$ cat config.mk
export PLATFORM = sky130hd
export DESIGN_NAME = password_lock_ctrl
export DESIGN_NICKNAME = d
export VERILOG_FILES = /design/src/rtl/password_lock_ctrl.sv
export SDC_FILE = /design/constraint.sdc
export NUM_CORES = 1
export LEC_CHECK = 0
export ABC_AREA = 1
export CORE_MARGIN = 2
export CORE_UTILIZATION = 45
export DETAILED_ROUTE_END_ITERATION = 16
export PLACE_DENSITY = 0.71
export SLEW_MARGIN = 25
export SYNTH_ARGS = -nofsm -noshare
export SYNTH_HDL_FRONTEND = slang
export SYNTH_SLANG_ARGS = --single-unit
$ cat constraint.sdc
create_clock -name clk -period 6.4 [get_ports clk]
set_input_delay 1.92 -clock clk [delete_from_list [all_inputs] [get_ports clk]]
set_output_delay 1.92 -clock clk [all_outputs]
set_load 0.05 [all_outputs]
$ cat src/rtl/password_lock_ctrl.sv
// password_lock_ctrl: switch-edge 4-digit code lock with failed-attempt count.
// Timed lockout after MAX_TRIES failures only when PSWD_LOCKOUT_EN is defined.
module password_lock_ctrl #(
  parameter int unsigned CODE0       = 2,
  parameter int unsigned CODE1       = 0,
  parameter int unsigned CODE2       = 1,
  parameter int unsigned CODE3       = 6,
  parameter int unsigned MAX_TRIES   = 3,
  parameter int unsigned OPEN_CYCLES = 50_000_000,
  parameter int unsigned LOCK_CYCLES = 500_000_000
) (
  input  logic       clk,
  input  logic       rst,
  input  logic [9:0] SW,
  output logic [3:0] pswd_out_LED,
  output logic       unlocked,
  output logic       locked,
  output logic [2:0] fail_cnt
);

  localparam logic [2:0] S_IDLE   = 3'd0;
  localparam logic [2:0] S_ENTRY  = 3'd1;
  localparam logic [2:0] S_CHECK  = 3'd2;
  localparam logic [2:0] S_OPEN   = 3'd3;
  localparam logic [2:0] S_FAIL   = 3'd4;
  localparam logic [2:0] S_LOCKED = 3'd5;

  localparam logic [3:0]  C0       = 4'(CODE0);
  localparam logic [3:0]  C1       = 4'(CODE1);
  localparam logic [3:0]  C2       = 4'(CODE2);
  localparam logic [3:0]  C3       = 4'(CODE3);
  localparam logic [2:0]  MaxT     = 3'(MAX_TRIES);
  localparam logic [28:0] OpenLast = 29'(OPEN_CYCLES - 1);
  localparam logic [28:0] LockLast = 29'(LOCK_CYCLES - 1);

`ifdef PSWD_LOCKOUT_EN
  localparam bit LockEn = 1'b1;
`else
  localparam bit LockEn = 1'b0;
`endif

  logic [9:0]  sw_q, edge_q, edge_d;
  logic [2:0]  state_q, state_d;
  logic [2:0]  idx_q, idx_d;
  logic        mism_q, mism_d;
  logic [2:0]  fail_q, fail_d;
  logic [28:0] cnt_q, cnt_d;
  logic [3:0]  led_q, led_d;
  logic        unl_q, unl_d;
  logic        lck_q, lck_d;

  logic [3:0]  dig, exp_dig;
  logic        any_ev, bad;
  logic [2:0]  fail_inc;

  // Edge is registered, so the FSM consumes it one cycle after detection.
  assign edge_d = SW & ~sw_q;

  always_comb begin
    dig = 4'd0;
    for (int k = 0; k < 10; k++) begin
      if (edge_q[k]) dig = 4'(k);
    end
  end

  always_comb begin
    case (idx_q)
      3'd0:    exp_dig = C0;
      3'd1:    exp_dig = C1;
      3'd2:    exp_dig = C2;
      default: exp_dig = C3;
    endcase
  end

  assign any_ev   = |edge_q;
  assign bad      = !$onehot(edge_q) || (dig != exp_dig);
  assign fail_inc = (fail_q == 3'd7) ? 3'd7 : fail_q + 3'd1;

  always_comb begin
    state_d = state_q;
    idx_d   = idx_q;
    mism_d  = mism_q;
    fail_d  = fail_q;
    cnt_d   = cnt_q + 29'd1;
    case (state_q)
      S_IDLE: begin
        if (any_ev) begin
          idx_d   = 3'd1;
          mism_d  = bad;
          state_d = S_ENTRY;
        end
      end
      S_ENTRY: begin
        if (any_ev) begin
          idx_d  = idx_q + 3'd1;
          mism_d = mism_q | bad;
          if (idx_q == 3'd3) state_d = S_CHECK;
        end
      end
      S_CHECK: begin
        if (mism_q) begin
          state_d = S_FAIL;
          fail_d  = fail_inc;
        end else begin
          state_d = S_OPEN;
          fail_d  = 3'd0;
        end
      end
      S_OPEN: begin
        if (cnt_q == OpenLast) state_d = S_IDLE;
      end
      S_FAIL: begin
        if (LockEn && (fail_q >= MaxT)) state_d = S_LOCKED;
        else                            state_d = S_IDLE;
      end
      S_LOCKED: begin
        if (cnt_q == LockLast) begin
          state_d = S_IDLE;
          fail_d  = 3'd0;
        end
      end
      default: state_d = S_IDLE;
    endcase
    if (state_d == S_IDLE) begin
      idx_d  = 3'd0;
      mism_d = 1'b0;
    end
    if (state_d != state_q) cnt_d = 29'd0;
  end

  always_comb begin
    case (state_d)
      S_IDLE, S_ENTRY: begin
        case (idx_d)
          3'd1:    led_d = 4'b0001;
          3'd2:    led_d = 4'b0011;
          3'd3:    led_d = 4'b0111;
          default: led_d = 4'b0000;
        endcase
      end
      S_CHECK, S_OPEN: led_d = 4'b1111;
      S_LOCKED:        led_d = 4'b1010;
      default:         led_d = 4'b0000;
    endcase
    unl_d = (state_d == S_OPEN);
    lck_d = LockEn && (state_d == S_LOCKED);
  end

  always_ff @(posedge clk) begin
    sw_q <= SW;
    if (!rst) begin
      edge_q  <= '0;
      state_q <= S_IDLE;
      idx_q   <= 3'd0;
      mism_q  <= 1'b0;
      fail_q  <= 3'd0;
      cnt_q   <= 29'd0;
      led_q   <= 4'b0000;
      unl_q   <= 1'b0;
      lck_q   <= 1'b0;
    end else begin
      edge_q  <= edge_d;
      state_q <= state_d;
      idx_q   <= idx_d;
      mism_q  <= mism_d;
      fail_q  <= fail_d;
      cnt_q   <= cnt_d;
      led_q   <= led_d;
      unl_q   <= unl_d;
      lck_q   <= lck_d;
    end
  end

  assign pswd_out_LED = led_q;
  assign unlocked     = unl_q;
  assign locked       = lck_q;
  assign fail_cnt     = fail_q;

endmodule
=== After elaboration in Yosys (flattened, before gate mapping) ===
Index checks and enable logic that the tools add are counted.

* Bits in registers: 64
* Word-level logic and storage cells: 92

* Reduce and logical (&&, ||, !) cells: 14
* $add $sub $neg: 12
* Muxes and demuxes: 30
* Bitwise operators: 4
* Equality and inequality tests: 23

{| class="wikitable"
|+ Operators with widths
! cell !! count
|-
| $mux 3 || 12
|-
| $mux 4 || 8
|-
| $add 29x1->29 const B || 1
|-
| $eq 29x26->1 const B || 1
|-
| $eq 29x29->1 const B || 1
|-
| $eq 3x2->1 const B || 8
|-
| $pmux 3 s3 || 2
|-
| $pmux 3 s5 || 1
|-
| $eq 3x1->1 const B || 4
|-
| $pmux 3 s2 || 2
|-
| $pmux 4 s3 || 1
|-
| $add 1x1->2 || 5
|-
| $and 10x10->10 || 1
|-
| $not 10->10 || 1
|-
| $reduce_or 10->1 || 1
|-
| $eq 3x3->1 const B || 3
|-
| $logic_not 3->1 || 3
|-
| $reduce_or 2->1 || 4
|-
| $add 2x2->3 || 2
|-
| $add 3x1->3 const B || 2
|-
| $ne 2x2->1 const B || 3
|-
| $add 3x3->4 || 1
|-
| $add 4x2->4 || 1
|-
| $eq 4x1->1 const B || 1
|-
| 11 further kinds || 14
|}

=== Logic depth before layout (Yosys ltp) ===
Gate-level depths: netlist of the first run.

* Word-level depth: 14
* Depth in mapped cells: 14
* Depth with buffers taken out: 13

=== Worst setup path after synthesis of the first run ===
No wires, ideal clock.

* Path type: reg-to-reg
* Start point: reg edge_q[3]
* End point: reg mism_q
* Data required time: 6.288 ns
* Setup time: 0.112 ns
* Setup slack: 3.295 ns
* Buffers on the path: 0
* Cell stages (with the launch flop): 14
* Arrival time: 2.993 ns
* Clock period less this slack: 3.105 ns
* Path through: dfxtp_1 fa_1 fa_1 inv_1 fa_1 inv_1 ha_1 inv_1 fa_1 nand4_1 a221oi_1 a21oi_1 nor2_1 nor2_1

* Word-level cells in the longest chain between the ends: 12

{| class="wikitable"
|+ Ends and longest elaborated chain
! item !! line !! text
|-
| from (decl) || 42 || <nowiki>logic [9:0] sw_q, edge_q, edge_d;</nowiki>
|-
| from (signal assigned) || 162 || <nowiki>edge_q <= edge_d;</nowiki>
|-
| branches (longest 12 deep; another with $add 3x3->4) || -- ||
|-
| to (signal assigned) || 165 || <nowiki>mism_q <= mism_d;</nowiki>
|-
| to (decl) || 45 || <nowiki>logic mism_q, mism_d;</nowiki>
|}

Several ways; the timed one is not identified. The select of a mux whose other input is x is not followed.
A chain may end at the register's enable or synchronous reset.

=== Worst setup path after layout of the first run ===
* Start point: in rst
* End point: reg cnt_q[16]

* Word-level cells in the longest chain between the ends: 2

{| class="wikitable"
|+ Ends and longest elaborated chain
! item !! line !! text
|-
| from (decl) || 13 || <nowiki>input logic rst,</nowiki>
|-
| $not 1->1 (no line) || -- ||
|-
| $reduce_or 2->1 (no line) || -- ||
|-
| to (signal assigned) || 167 || <nowiki>cnt_q <= cnt_d;</nowiki>
|-
| to (decl) || 47 || <nowiki>logic [28:0] cnt_q, cnt_d;</nowiki>
|}

No other way between the ends.

==> impl_metrics.toml, run 1 <==
[timing]
setup_violations = 0
tightest_slew_ps = 814
fin_crit_sh_pct = 56.9
hold_viol = 0
skew_ps = 8.17
maxSlewViolCount = 0
rsz0062_at_grt = "no"
post-route-worst-setup-slack_ps = 2760
timing.fmax_mhz = 275
fin_setup_tns_ps = 0
fin_crit_ps = 3640
worst_slew_margin_rel_pct = 45.0

[clock_tree]
post-cts-setup-buffers = 0
numCtsBuffers = 9
clock_path_buffers = 2
holdBufCountCts = 0
cts_max_level = 3
cts_tree = "done"
clk_pin_slew_worst_paths_ps = 80
root_buffer = "clkbuf_8"
post_cts_resized = 0
clk_latency_ps = 350
cts_num_sinks = 64

[synthesis]
synth-async-reset-ratio_pct = 0
synth_edf_count = 0
yosys_warnings = 0
synth.most_common_cell = "nand2_1"
synth.top_cell.area_share_pct = 37.5
synth-seq-area-share_pct = 37.5
syn_area_um2 = 3420
synth_cell_types = 37
syn-mean-instance-area_um2 = 7.49
ys_seq_elements = 64
ys_top_cells_by_area = "dfxtp_1 (37%), nand2_1 (10%), nor2_1 (6.9%)"
syn_inst = 456
ys.flop_type = "dfxtp_1"
synth_top_area_cell = "dfxtp_1"
ys_top_cells_by_count = "nand2_1 (91), dfxtp_1 (64), nor2_1 (63), inv_1 (62), nor3_1 (32)"
synthesis.nets = 485

[cells_and_area]
antenna_cells = 0
layout-drive-gt1-share_pct = 11.4
fill_cells = 704
fin_area_um2 = 3880
synthToLayoutAreaGrowth_pct = 13.6
finalNetCount = 506

[floorplan]
core_um2 = 7290
dieHeight_um = 91.1
ios = 21
core.rowCount = 31
dieArea_um2 = 8310
die_w_um = 91.1
start_util_pct = 46.9

[setup_path]
crit_path_start = "rst"
worstPathRequired_ps = 6650
regToRegSetupSlack_ps = 3050
worstPathCellList = "clkdlybuf4s50_1 -> clkinv_1 -> nor2_1 -> nand3_1 -> buf_4 -> nor3_1"
crit_arrival_ps = 3900
path_class = "in -> reg"
cp_slowest_cell = "clkdlybuf4s50_1"
critPathTopFamily = "buffers and inverters"
cp_num_cells = 6
worstReg2RegEnd = "mism_q"
max_stage_delay_ps = 800
path_buf_inv = 3
rr_startpoint = "edge_q[3]"
crit_path_end_kind = "register"
worstSetupStartpointType = "input port"
endpoint = "cnt_q[16]"
r2r_cells = 13
critPathMaxFanout = 29

[pwr]
vdd_ir_drop_max_mv = 0.162
power.leakage_nw = 1.53
total_power_uw = 923
power_density_nw_per_um2 = 238

[placement]
dp_slack_ps = 2400
dpl.hpwl_um = 5090
portBuffers = 19
place_area_um2 = 3650
place_congestion = 0.984

[global_route]
grt_pass1_vias = 2826
antenna_found_initial = 0
globalRouteTotalUtil_pct = 18.3
grt_start_max_net_pins = 30
overflow = 0
grt_first_pass_wirelength_um = 12300

[detailed_routing]
drt-total-wl_um = 6800
detail-route-antenna-nets = 0
drc = 0
viasPerCell = 4.86
vias = 2823
first_pass_iters = 4
drt_iter0_markers = 144
wl_per_cell_um = 11.7

[outcome]
outcome = "complete, no violations"

[worst_hold_path]
hp-class = "reg -> reg"

[job]
maxCapViolCount = 0
[how the worst min path moves through the flow]
stage | from | to | slack, ps | cells past startpoint
global route | sw_q[2] | edge_q[2] | 400 | 1
CTS | sw_q[1] | edge_q[1] | 390 | 1
global placement | sw_q[2] | edge_q[2] | 370 | 1
detailed placement | sw_q[1] | edge_q[1] | 370 | 1
floorplan | sw_q[0] | edge_q[0] | 370 | 1
finish | sw_q[1] | edge_q[1] | 380 | 1
[cell families (layout without fill, tap and decap cells)]
| group | Yosys count | count (layout) | share of synthesized area, % |
|---|---|---|---|
| simple gates | 241 | 241 | 33.6 |
| buf+inv | 82 | 108 | 10.4 |
| flops | 64 | 64 | 37.5 |
| compound gates | 26 | 26 | 4.47 |
| xor+xnor | 25 | 25 | 6.41 |
| fa+ha+maj | 17 | 17 | 7.54 |
| other cells | 1 | 1 | 0.110 |
[sequential cells by signal (all words and copies together) (netlist names)]
name and count:
cnt_q 29, fail_cnt 3, pswd_out_LED 4, unlocked 1, sw_q 10, state_q 3
idx_q 3, edge_q 10, mism_q 1
[layer usage]
layer | vias up | GRT usage, % | part of all wire (%)
li1 | 1471 | - | -
met1 | 1280 | 23.0 | 48
met2 | 59 | 29.7 | 46
met3 | 13 | 4.65 | 4.2
met4 | 0 | 7.83 | 1.7
met5 | - | 0 | 0
[per-stage QoR]
step | instances | hold WS, ps | util (%)
after floorplan | 456 | 366 | -
after global placement | 565 | 369 | 50.1
after detailed placement | 565 | 374 | 50.1
after CTS | 581 | 386 | 53.2
after global routing | 581 | 397 | 53.2
final | 581 | 383 | 53.2
[layout make-up]
cell class | count | area [um2] | area share [%]
Sequential cell | 64 | 1280 | 33.0
Clock buffer | 9 | 124 | 3.19
Multi-Input combinational cell | 310 | 1780 | 45.9
Timing Repair Buffer | 20 | 198 | 5.09
Inverter | 72 | 272 | 6.99
Tap cell | 99 | 124 | 3.19
Clock inverter | 7 | 104 | 2.67
[placed cells by master (no fill, tap or decap), drive strengths merged]
cell type,n
inv,72
nand4,8
nor2,67
fa,6
conb,1
clkdlybuf4s50,19
o21ai,8
o21bai,1
o311ai,1
clkbuf,9
ha,11
nand3b,3
nand3,19
a21boi,1
buf,1
nor3,48
dfxtp,64
or2,1
a21oi,11
o211a,1
bufinv,2
a221oi,1
xor2,22
xnor2,3
nand2,95
clkinv,5
a22oi,1
a211oi,1
[power by group]
| part | switching, mW | total [mW] | leakage, nW | internal [mW] |
|---|---|---|---|---|
| Clock | 0.170 | 0.394 | 0.114 | 0.224 |
| Sequential | 0.00960 | 0.420 | 0.522 | 0.410 |
| Combinational | 0.0720 | 0.110 | 0.889 | 0.0375 |
| Total | 0.252 | 0.923 | 1.53 | 0.672 |
Power figures use the tool's default switching activity.
==> run 2, diff against run 1 <==
==> constraint.sdc (replaced) <==
create_clock -name clk -period 3.76 [get_ports clk]
set_input_delay 1.128 -clock clk [delete_from_list [all_inputs] [get_ports clk]]
set_output_delay 1.128 -clock clk [all_outputs]
set_load 0.05 [all_outputs]
==> impl_metrics.toml, run 2 (synthesized netlist as in run 1, its figures left out) <==
[pwr]
total_power_mw = 1.50
power.leakage_nw = 1.52
power_density_nw_per_um2 = 387
vdd_ir_drop_max_mv = 0.234

[clock_tree]
clk_pin_slew_worst_paths_ps = 80
root_buffer = "clkbuf_8"
numCtsBuffers = 9
post-cts-setup-buffers = 0
cts_num_sinks = 64
clock_path_buffers = 2
cts_tree = "done"
holdBufCountCts = 0
clk_latency_ps = 330
cts_max_level = 3
post_cts_resized = 0

[detailed_routing]
vias = 2790
first_pass_iters = 4
viasPerCell = 4.79
drt-total-wl_um = 6720
wl_per_cell_um = 11.5
drc = 0
met2WireLength_um = 3200
wl_met3_um = 232
drt_iter0_markers = 136
routed.top_layer = "met4"
wl_met1_um = 3200
detail-route-antenna-nets = 0

[setup_path]
crit_path_end_kind = "register"
cp_slowest_cell = "fa_1"
path_class = "reg -> reg"
crit_arrival_ps = 3550
worstPathRequired_ps = 3990
worstSetupStartpointType = "register"
regToRegSetupSlack_ps = 440
critPathTopFamily = "adder cells"
critPathMaxFanout = 5
path_buf_inv = 3
critPathMostFrequentCell = "fa_1"
worstPathCellList = "fa_1 -> fa_1 -> inv_1 -> fa_1 -> inv_1 -> ha_1 -> inv_1 -> fa_1 -> nand4_1 -> a221oi_1 -> a21oi_1 -> nor2_1 -> nor2_1"
max_stage_delay_ps = 520

[timing]
hold_viol = 0
tightest_slew_ps = 720
fin_crit_sh_pct = 88.3
maxSlewViolCount = 0
worst_slew_margin_rel_pct = 51.4
rsz0062_at_grt = "no"
fin_crit_ps = 3320
setup_violations = 0
timing.fmax_mhz = 301
skew_ps = 9.23
fin_setup_tns_ps = 0

[global_route]
globalRouteTotalUtil_pct = 17.3
antenna_found_initial = 0
grt_first_pass_wirelength_um = 11800
grt_pass1_vias = 2754
overflow = 0
grt_start_max_net_pins = 30

[cells_and_area]
final_cell_mix = "nand2_1 (91), dfxtp_1 (64), nor2_1 (63)"
synthToLayoutAreaGrowth_pct = 13.2
largest-register = "cnt_q"
layout-drive-gt1-share_pct = 11.6
finalCoreUtilization_pct = 53.0
antenna_cells = 0
largest_reg_flops = 29
finalNetCount = 507
mostFrequentLayoutCell = "nand2_1"
largestRegisters = "cnt_q x29, edge_q x10, sw_q x10"

[outcome]
outcome = "complete, no violations"

[floorplan]
dieArea_um2 = 8310
dieHeight_um = 91.1
ios = 21
core.rowCount = 31
start_util_pct = 46.9
core_um2 = 7290
die_w_um = 91.1

[placement]
dpl.hpwl_um = 5060
portBuffers = 19
place_congestion = 0.965

[job]
maxCapViolCount = 0

[worst_hold_path]
hp-class = "reg -> reg"
run 2: cell count changes in the layout (fill, tap and decap cells not counted), sizes merged:
cell | previous run | this run
buf | 1 | 2
bufinv | 2 | 1
clkinv | 5 | 6
clkinvlp | 0 | 1
inv | 72 | 71
run 2: where the power goes:
group	switching (mW)	internal, mW	total [mW]
Sequential	0.0170	0.699	0.716
Combinational	0.119	0.0637	0.183
Clock	0.286	0.313	0.599
Total	0.423	1.08	1.50
run 2: final cells by class:
type | count | area [um2]
flip-flops and latches | 64 | 1280
fillers | 748 | 3420
repair buffers | 21 | 205
clock buffers | 9 | 124
inverters | 72 | 272
well taps | 99 | 124
clock inverters | 7 | 81.3
multi-input cells | 310 | 1780
run 2: path summary, 6_finish.rpt:
kind	from	to	cells past startpoint
worst max register to register	edge_q[3]	mism_q	13
worst max-delay path	edge_q[3]	mism_q	13
worst min-delay path	sw_q[6]	edge_q[6]	1
worst min register to register	sw_q[6]	edge_q[6]	1
run 2: per-layer routing:
metal | GRT usage (%) | vias up
li1 | - | 1468
met1 | 21.4 | 1266
met2 | 29.9 | 48
met3 | 3.15 | 8
met4 | 6.44 | 0
met5 | 0 | -
run 2: through the flow:
| step | hold slack (ps) | cell area [um2] | std cells | setup slack [ps] |
|---|---|---|---|---|
| 5_1_grt | 393 | 3870 | 582 | 210 |
| 3_3_place_gp | 370 | 3660 | 566 | 528 |
| 3_5_place_dp | 376 | 3660 | 566 | 457 |
| 6_report | 384 | 3870 | 582 | 438 |
| 2_1_floorplan | 366 | 3420 | 456 | 655 |
| 4_1_cts | 390 | 3870 | 582 | 422 |
==> run 3, diff against run 2 <==
--- a/config.mk
+++ b/config.mk
@@ -9,7 +9,7 @@
 export CORE_MARGIN = 2
 export CORE_UTILIZATION = 45
 export DETAILED_ROUTE_END_ITERATION = 16
-export PLACE_DENSITY = 0.71
+export PLACE_DENSITY = 0.75
 export SLEW_MARGIN = 25
 export SYNTH_ARGS = -nofsm -noshare
 export SYNTH_HDL_FRONTEND = slang
==> constraint.sdc (replaced) <==
create_clock -name clk -period 3.05 [get_ports clk]
set_input_delay 0.915 -clock clk [delete_from_list [all_inputs] [get_ports clk]]
set_output_delay 0.915 -clock clk [all_outputs]
set_load 0.05 [all_outputs]
==> impl_metrics.toml, run 3 (synthesized netlist as in run 1, its figures left out) <==
[timing]
worst_slew_margin_rel_pct = 53.6
timing.fmax_mhz = 308
tightest_slew_ps = 693
rsz0062_at_grt = "yes"
hold_viol = 0
setup_violations = 1
fin_crit_ps = 3240
skew_ps = 8.09
maxSlewViolCount = 0
fin_crit_sh_pct = 106
post-route-worst-setup-slack_ps = -192

[global_route]
grt_first_pass_wirelength_um = 12700
globalRouteTotalUtil_pct = 18.5
use_met1_pct = 22.6
overflow = 0
antenna_found_initial = 0
use_met2_pct = 31.9
use_met3_pct = 3.49
grt_pass1_vias = 2893
grt_start_max_net_pins = 30
gr-max-usage-layer = "met2"

[cells_and_area]
mostFrequentLayoutCell = "nand2_1"
largest_reg_flops = 29
final_cells = 583
finalCoreUtilization_pct = 53.5
final_cell_mix = "nand2_1 (91), nor2_1 (63), dfxtp_1 (62)"
layout-drive-gt1-share_pct = 12.6
antenna_cells = 0
largestRegisters = "cnt_q x29, edge_q x10, sw_q x10"
finalNetCount = 508
synthToLayoutAreaGrowth_pct = 14.2
largest-register = "cnt_q"

[worst_hold_path]
min_path_cells = 1
min_from = "sw_q[3]"
hp-class = "reg -> reg"

[floorplan]
dieArea_um2 = 8310
start_util_pct = 46.9
core_um2 = 7290
die_w_um = 91.1
ios = 21
dieHeight_um = 91.1
core.rowCount = 31

[placement]
dp_slack_ps = -269
dpl.hpwl_um = 5270
place_inst = 567
place_congestion = 0.994
portBuffers = 19

[detailed_routing]
first_pass_iters = 5
vias = 2906
detail-route-antenna-nets = 0
drc = 0
wl_per_cell_um = 12.1
drt-total-wl_um = 7060
viasPerCell = 4.98
drt_iter0_markers = 186

[setup_path]
crit_path_start = "edge_q[5]"
path_class = "reg -> reg"
r2r_cells = 13
crit_path_end_kind = "register"
crit_arrival_ps = 3480
critPathMaxFanout = 2
rr_startpoint = "edge_q[5]"
worstPathRequired_ps = 3280
worstSetupStartpointType = "register"

[clock_tree]
root_buffer = "clkbuf_8"
clk_pin_slew_worst_paths_ps = 70
clock_path_buffers = 2
holdBufCountCts = 0
clk_latency_ps = 340
post-cts-setup-buffers = 0
numCtsBuffers = 9
cts_num_sinks = 64
cts_tree = "done"
cts_max_level = 3

[pwr]
vdd_ir_drop_max_mv = 0.356
power.leakage_nw = 1.53
total_power_mw = 1.93
power_density_nw_per_um2 = 495

[job]
maxCapViolCount = 0

[outcome]
violations = "setup timing"
outcome = "complete, but fails checks"
==> run 3: cell count changes in the layout (fill, tap and decap cells not counted), sizes merged <==
cell,before,now
buf,2,3
bufinv,1,2
clkbuf,9,11
clkinv,6,3
clkinvlp,1,2
inv,71,70
==> run 3: metal layers <==
layer | vias up | part of all wire, %
met2 | 74 | 49
met1 | 1343 | 45
li1 | 1477 | -
met5 | - | 0
met3 | 12 | 4.6
met4 | 0 | 1.7
==> run 3: path summary, 6_finish.rpt <==
path                            slack (ps)         to
worst max-delay path                  -190     mism_q
worst min-delay path                   380  edge_q[3]
worst max register to register        -190     mism_q
worst min register to register         380  edge_q[3]
==> run 3: cell type report <==
class	instances	area [um2]
tap	99	124
fill	694	3390
sequential	64	1280
clock buffer	11	141
multi-input combinational	310	1790
clock inverter	5	80.1
inverter	72	272
timing repair buffer	22	213
==> run 3: stage by stage <==
step	hold WS, ps	area (um2)	setup TNS [ps]
after floorplan	359	3420	-30.9
after global placement	365	3670	-141
after detailed placement	369	3670	-269
after CTS	380	3900	-215
after global routing	401	3900	-331
final	378	3900	-192
==> run 3: where the power goes <==
part	switching, mW	leakage (nW)	internal, mW
Combinational	0.154	0.901	0.0808
Sequential	0.0208	0.523	0.862
Clock	0.332	0.106	0.481
Total	0.506	1.53	1.42
==> run 3: repair_timing <==
action / CTS / global route
resized for setup: 4 / 0
setup endpoints to repair: 1 / 1
pin swaps: 4 / 0
==> run 3: worst max-delay path, cell delays in order, from the launching register on <==
cell and delay [ps]:
dfxtp_2 330, fa_1 500, fa_1 510, inv_1 50
fa_1 430, inv_1 70, ha_2 190, inv_2 40
fa_1 480, nand4_1 120, a221oi_2 200, a21oi_1 100
nor2_1 90, nor2_1 40
